<file path="config.mk">
export PLATFORM = sky130hd
export DESIGN_NAME = frame_stream_tx
export DESIGN_NICKNAME = d
export VERILOG_FILES = /design/src/rtl/frame_stream_tx.sv
export SDC_FILE = /design/constraint.sdc
export NUM_CORES = 1
export LEC_CHECK = 0
export BUFFER_PORTS_ARGS = -buffer_cell sky130_fd_sc_hd__buf_2
export CAP_MARGIN = 20
export CORE_MARGIN = 10
export CORE_UTILIZATION = 60
export CTS_BUF_LIST = sky130_fd_sc_hd__clkbuf_16
export DETAILED_ROUTE_END_ITERATION = 7
export PLACE_DENSITY = 0.81
export SYNTH_ARGS = -nofsm -noshare
export SYNTH_HDL_FRONTEND = slang
export SYNTH_SLANG_ARGS = --single-unit
</file>
<file path="constraint.sdc">
create_clock -name CLK_40 -period 3 [get_ports CLK_40]
set_input_delay 0.6 -clock CLK_40 [delete_from_list [all_inputs] [get_ports CLK_40]]
set_output_delay 0.6 -clock CLK_40 [all_outputs]
set_load 0.005 [all_outputs]
</file>
<file path="src/rtl/frame_stream_tx.sv">
// frame_stream_tx
//   Serialises packed 1-bit-per-pixel frame bytes MSB-first towards the
//   video-bank write path, framing each FRAME_W*FRAME_H-bit frame with
//   chip_select and swapping the display bank at every frame end.
//
// Ports
//   CLK_40            sole clock
//   reset             asynchronous, active-low reset
//   start / stop      1-cycle pulses: begin streaming / finish frame then idle
//   byte_data/valid   next 8 pixels from the frame source (bit7 first)
//   byte_ready        prefetch buffer can take a byte (valid && ready moves it)
//   SPI_clk           serial clock, idle low
//   SPI_clk_en        1-cycle strobe coinciding with each SPI_clk rising edge
//   MISO              serial pixel data
//   chip_select       frame envelope (active high)
//   video_data_ready  high while the frame is being shifted (stalls included)
//   read_bank1/2      display-bank select consumed by video_top
//   frame_done        1-cycle pulse after the last bit of a frame
//   underrun          sticky: source starved at a byte boundary
module frame_stream_tx #(
    parameter int unsigned FRAME_W    = 200,
    parameter int unsigned FRAME_H    = 150,
    parameter int unsigned CLK_DIV    = 4,
    parameter int unsigned GAP_CYCLES = 8
) (
    input  logic       CLK_40,
    input  logic       reset,
    input  logic       start,
    input  logic       stop,
    input  logic [7:0] byte_data,
    input  logic       byte_valid,
    output logic       byte_ready,
    output logic       SPI_clk,
    output logic       SPI_clk_en,
    output logic       MISO,
    output logic       chip_select,
    output logic       video_data_ready,
    output logic       read_bank1,
    output logic       read_bank2,
    output logic       frame_done,
    output logic       underrun
);
    localparam int unsigned NBITS = FRAME_W * FRAME_H;
    localparam int unsigned BW    = (NBITS > 1) ? $clog2(NBITS) : 1;
    localparam int unsigned DW    = (CLK_DIV > 1) ? $clog2(CLK_DIV) : 1;
    localparam int unsigned GW    = (GAP_CYCLES > 1) ? $clog2(GAP_CYCLES) : 1;

    if ((NBITS % 8) != 0 || NBITS == 0) begin : g_bad_frame
        $error("frame_stream_tx: FRAME_W*FRAME_H must be a non-zero multiple of 8");
    end
    if ((CLK_DIV % 2) != 0 || CLK_DIV < 2) begin : g_bad_div
        $error("frame_stream_tx: CLK_DIV must be even and >= 2");
    end
    if (GAP_CYCLES < 1) begin : g_bad_gap
        $error("frame_stream_tx: GAP_CYCLES must be >= 1");
    end

    typedef enum logic [1:0] {IDLE, SELECT, SHIFT, GAP} state_t;

    state_t          state, state_nxt;
    logic [DW-1:0]   div_cnt;
    logic [GW-1:0]   gap_cnt;
    logic [BW-1:0]   bit_cnt;
    logic [7:0]      shift_reg;
    logic [7:0]      byte_buf;
    logic            buf_full;
    logic            stop_pending;

    logic div_end, byte_start, stall, load, frame_end, gap_end, accept;

    assign div_end    = (div_cnt == DW'(CLK_DIV - 1));
    // Every byte starts on an 8-aligned bit index since NBITS is a multiple of 8.
    assign byte_start = (state == SHIFT) && (div_cnt == '0) && (bit_cnt[2:0] == 3'd0);
    assign stall      = byte_start && !buf_full;
    assign load       = byte_start && buf_full;
    assign frame_end  = (state == SHIFT) && div_end && (bit_cnt == BW'(NBITS - 1));
    assign gap_end    = (state == GAP) && (gap_cnt == GW'(GAP_CYCLES - 1));
    assign byte_ready = !buf_full && (state != IDLE);
    assign accept     = byte_valid && byte_ready;

    always_ff @(posedge CLK_40 or negedge reset) begin
        if (!reset) state <= IDLE;
        else        state <= state_nxt;
    end

    always_comb begin
        state_nxt = state;
        case (state)
            IDLE:    if (start)     state_nxt = SELECT;
            SELECT:  if (div_end)   state_nxt = SHIFT;
            SHIFT:   if (frame_end) state_nxt = GAP;
            GAP:     if (gap_end)   state_nxt = (stop_pending || stop) ? IDLE : SELECT;
            default:                state_nxt = IDLE;
        endcase
    end

    always_ff @(posedge CLK_40 or negedge reset) begin
        if (!reset) begin
            div_cnt      <= '0;
            gap_cnt      <= '0;
            bit_cnt      <= '0;
            shift_reg    <= '0;
            byte_buf     <= '0;
            buf_full     <= 1'b0;
            stop_pending <= 1'b0;
            read_bank1   <= 1'b0;
            read_bank2   <= 1'b0;
            frame_done   <= 1'b0;
            underrun     <= 1'b0;
        end else begin
            // The divider also times the SELECT lead-in; a stall freezes it at 0.
            if (state_nxt != state)
                div_cnt <= '0;
            else if (state == SELECT || (state == SHIFT && !stall))
                div_cnt <= div_end ? '0 : div_cnt + 1'b1;

            if (state == GAP && state_nxt == GAP) gap_cnt <= gap_cnt + 1'b1;
            else                                  gap_cnt <= '0;

            if (state == SHIFT && div_end)
                bit_cnt <= frame_end ? '0 : bit_cnt + 1'b1;

            // MISO is shift_reg[7], so it changes on the edge closing div_cnt==0.
            if (load)
                shift_reg <= byte_buf;
            else if (state == SHIFT && div_cnt == '0 && bit_cnt[2:0] != 3'd0)
                shift_reg <= {shift_reg[6:0], 1'b0};

            // accept and load are mutually exclusive (ready needs empty, load needs full).
            if (accept) begin
                byte_buf <= byte_data;
                buf_full <= 1'b1;
            end else if (load) begin
                buf_full <= 1'b0;
            end

            if (state == GAP && state_nxt == IDLE)
                stop_pending <= 1'b0;
            else if (stop && state != IDLE)
                stop_pending <= 1'b1;

            frame_done <= frame_end;
            if (frame_end) begin
                if (!read_bank1 && !read_bank2) begin
                    read_bank1 <= 1'b1;
                    read_bank2 <= 1'b0;
                end else begin
                    read_bank1 <= read_bank2;
                    read_bank2 <= read_bank1;
                end
            end

            if (stall) underrun <= 1'b1;
        end
    end

    assign SPI_clk          = (state == SHIFT) && (div_cnt >= DW'(CLK_DIV / 2));
    assign SPI_clk_en       = (state == SHIFT) && (div_cnt == DW'(CLK_DIV / 2));
    assign MISO             = shift_reg[7];
    assign chip_select      = (state == SELECT) || (state == SHIFT);
    assign video_data_ready = (state == SHIFT);

endmodule

</file>
==> flow_metrics.py <==
metrics = {
    "run_status": {
        "status": "finished clean",
    },
    "cts": {
        "post_cts_resized": 0,
        "numCtsBuffers": 5,
        "postCtsSetupRepairBufs": 0,
        "root_buffer": "clkbuf_16",
        "clk_path_buf_depth": 2,
        "htree_num_levels": 2,
        "clk_latency_ns": 0.28,
        "hold_buffers": 0,
        "cts.sinks": 44,
        "tritoncts": "done",
        "path_clk_slew_ns": 0.06,
    },
    "power": {
        "max-vdd-ir-drop_mv": 0.506,
        "seqPwrFrac_pct": 45.6,
        "power.total_mw": 1.94,
        "p_leak_nw": 1.19,
        "clkPwrFrac_pct": 27.1,
        "p_int_mw": 1.32,
        "powerDensity_nw_per_um2": 754,
        "swShare_pct": 31.7,
        "power_switching_uw": 615,
        "power.share.combinational_pct": 27.3,
    },
    "worst_setup_path": {
        "end_kind": "register",
        "r2r-end": "read_bank2",
        "critPathSlowestCell": "nor4_4",
        "path_class": "register to register",
        "crit_chain": "inv_1 -> ha_1 -> nand4_1 -> nor4_4 -> mux2_2",
        "cp_max_fo": 17,
        "critPathMaxStageDelay_ns": 0.55,
        "reg2reg_setup_slack_ns": 0.55,
        "r2r-start": "state[0]",
        "rr_worst_depth": 5,
        "arrival_ns": 2.62,
        "start_kind": "register",
        "worstPathRequired_ns": 3.17,
    },
    "synthesis": {
        "synth_seq_area_share_pct": 48.4,
        "synth_common_cells": "dfrtp_1 (44), nor2_1 (20), a21oi_1 (13)",
        "yosys_warnings": 0,
        "synth_seq_cells": 44,
        "ys_async_sr_fraction_pct": 100,
        "netlist_instances": 214,
        "synth.avg_cell_area_um2": 10.6,
        "synth-edff-count": 0,
        "netlist.area_leader.share_pct": 48.4,
        "syn_nets": 238,
        "synthFlopType": "dfrtp_1",
        "synth_area_leaders": "dfrtp_1 (48%), ha_1 (6.0%), mux2i_1 (4.8%)",
        "synth_top_cell_by_area": "dfrtp_1",
        "synth.most_common_cell": "dfrtp_1",
        "syn_area_um2": 2280,
        "synth.distinct_cells": 43,
    },
    "sta": {
        "worst_slew_pin_slew_ns": 0.941,
        "final.min_clock_period_ns": 2.45,
        "rsz0062_at_grt": "no",
        "setup_violations": 0,
        "setup_slack_ns": 0.547,
        "tns_ns": 0,
        "skew_ns": 0.00427,
        "clock.fmax_mhz": 408,
        "hold_viol": 0,
        "relSlewSlack_pct": 37.3,
        "period_share_pct": 81.8,
        "slew_viol_final": 0,
    },
    "finish": {
        "n_antenna_cell": 0,
        "fin_nets": 262,
        "largest_reg_flops": 15,
        "drive_above_1_share_pct": 18.4,
        "syn2layout_area_growth_pct": 13.0,
        "finalInstanceArea_um2": 2570,
        "fillCellCount": 287,
    },
    "drt": {
        "num_vias": 1623,
        "wirelength_um": 4290,
        "drt_iter0_markers": 92,
        "drc": 0,
        "wl_per_cell_um": 15.0,
        "ant_nets": 0,
        "drt-pass1-iter-count": 4,
        "viasPerCell": 5.66,
    },
    "global_routing": {
        "grt_max_degree": 45,
        "grt_pass1_wl_um": 7090,
        "grt-ovfl-total": 0,
        "antenna_found_initial": 0,
        "grt_use_total_pct": 13.6,
        "first_global_vias": 1645,
    },
    "floorplan": {
        "die_w_um": 81.6,
        "floorplan.rows": 22,
        "die_height_um": 81.6,
        "core_um2": 3660,
        "boundaryPins": 23,
        "initial_core_util_pct": 62.2,
        "die_area_um2": 6660,
    },
    "placed_design": {
        "gp_congestion": 0.886,
        "place_area_um2": 2430,
        "dp_hpwl_um": 3050,
        "post-place-ws_ns": 0.587,
        "io_buffers": 22,
    },
    "job": {
        "cap_violations": 0,
    },
    "min_path": {
        "hold_path.class": "input port to async pin",
    },
}
area by class of cell:
cell class	count	area (µm²)	share of cell area, %
clock buffers	5	125	4.86
clock inverters	3	18.8	0.730
inverters	10	37.5	1.46
multi-input cells	154	1110	43.2
flip-flops and latches	44	1100	42.8
well taps	48	60.1	2.33
repair buffers	23	118	4.57
worst max-delay path by stage:
stage	start	end	slack, ns	depth (start not counted)
6_report	state[0]	read_bank2	0.55	5
5_1_grt	state[0]	div_cnt[0]	0.31	6
4_1_cts	state[0]	read_bank2	0.57	5
3_5_place_dp	state[0]	read_bank2	0.59	5
3_3_place_gp	state[0]	read_bank2	0.67	5
2_1_floorplan	state[0]	bit_cnt[14]	1.0	7
power groups by stage:
stage | logic [mW] | clock network (mW) | registers, mW
finish | 0.530 | 0.525 | 0.885
global route | 0.613 | 0.556 | 0.909
CTS | 0.540 | 0.531 | 0.885
detailed placement | 0.533 | 0 | 0.892
global placement | 0.516 | 0 | 0.887
floorplan | 0.419 | 0 | 0.848
logic make-up (layout without fill, tap and decap cells):
logic type               count (synthesis)  in the layout  synth area share (%)
adder cells (fa/ha/maj)                 11             11                  6.05
flip-flops                              44             44                  48.4
AND/OR/NAND/NOR                         80             80                  21.1
buffers and inverters                   16             41                  2.75
multiplexers                            19             19                  8.80
XOR/XNOR                                10             10                  3.85
AO/OA/AOI/OAI                           34             34                  9.07
per-layer routing:
metal / routed length (µm) / GRT usage, % / up-vias
li1: - / - / 810
met1: 1960 / 16.0 / 785
met2: 2140 / 22.8 / 23
met3: 137 / 3.49 / 5
met4: 53 / 6.12 / 0
met5: 0 / 0 / -
layout by cell type, fill, tap and decap left out, types with 5 or more instances in the layout:
cell       Yosys  final
dfrtp_1       44     44
buf_2          2     22
nor2_1        20     20
a21oi_1       13     13
nand2_1       12     12
mux2i_1       11     11
ha_1          11     11
inv_1         10     10
nand3_1        9      9
mux2_2         8      8
o21ai_0        7      7
xnor2_1        7      7
clkbuf_16      0      5
stage by stage:
stage          cells  utilization, %  hold WS (ns)
3_5_place_dp     279            66.3         0.464
3_3_place_gp     279            66.3         0.454
2_1_floorplan    214               -         0.304
6_report         287            70.3         0.460
4_1_cts          287            70.3         0.472
5_1_grt          287            70.3         0.489
critical path, delay by kind of cell, from the launching register on:
family | cells | cell delay, ns
flip-flops | 1 | 0.46
buffers and inverters | 1 | 0.16
multiplexers | 1 | 0.39
adder cells (fa/ha/maj) | 1 | 0.51
AND/OR/NAND/NOR | 2 | 0.80
No activity file was read; power rests on OpenSTA's default activity.
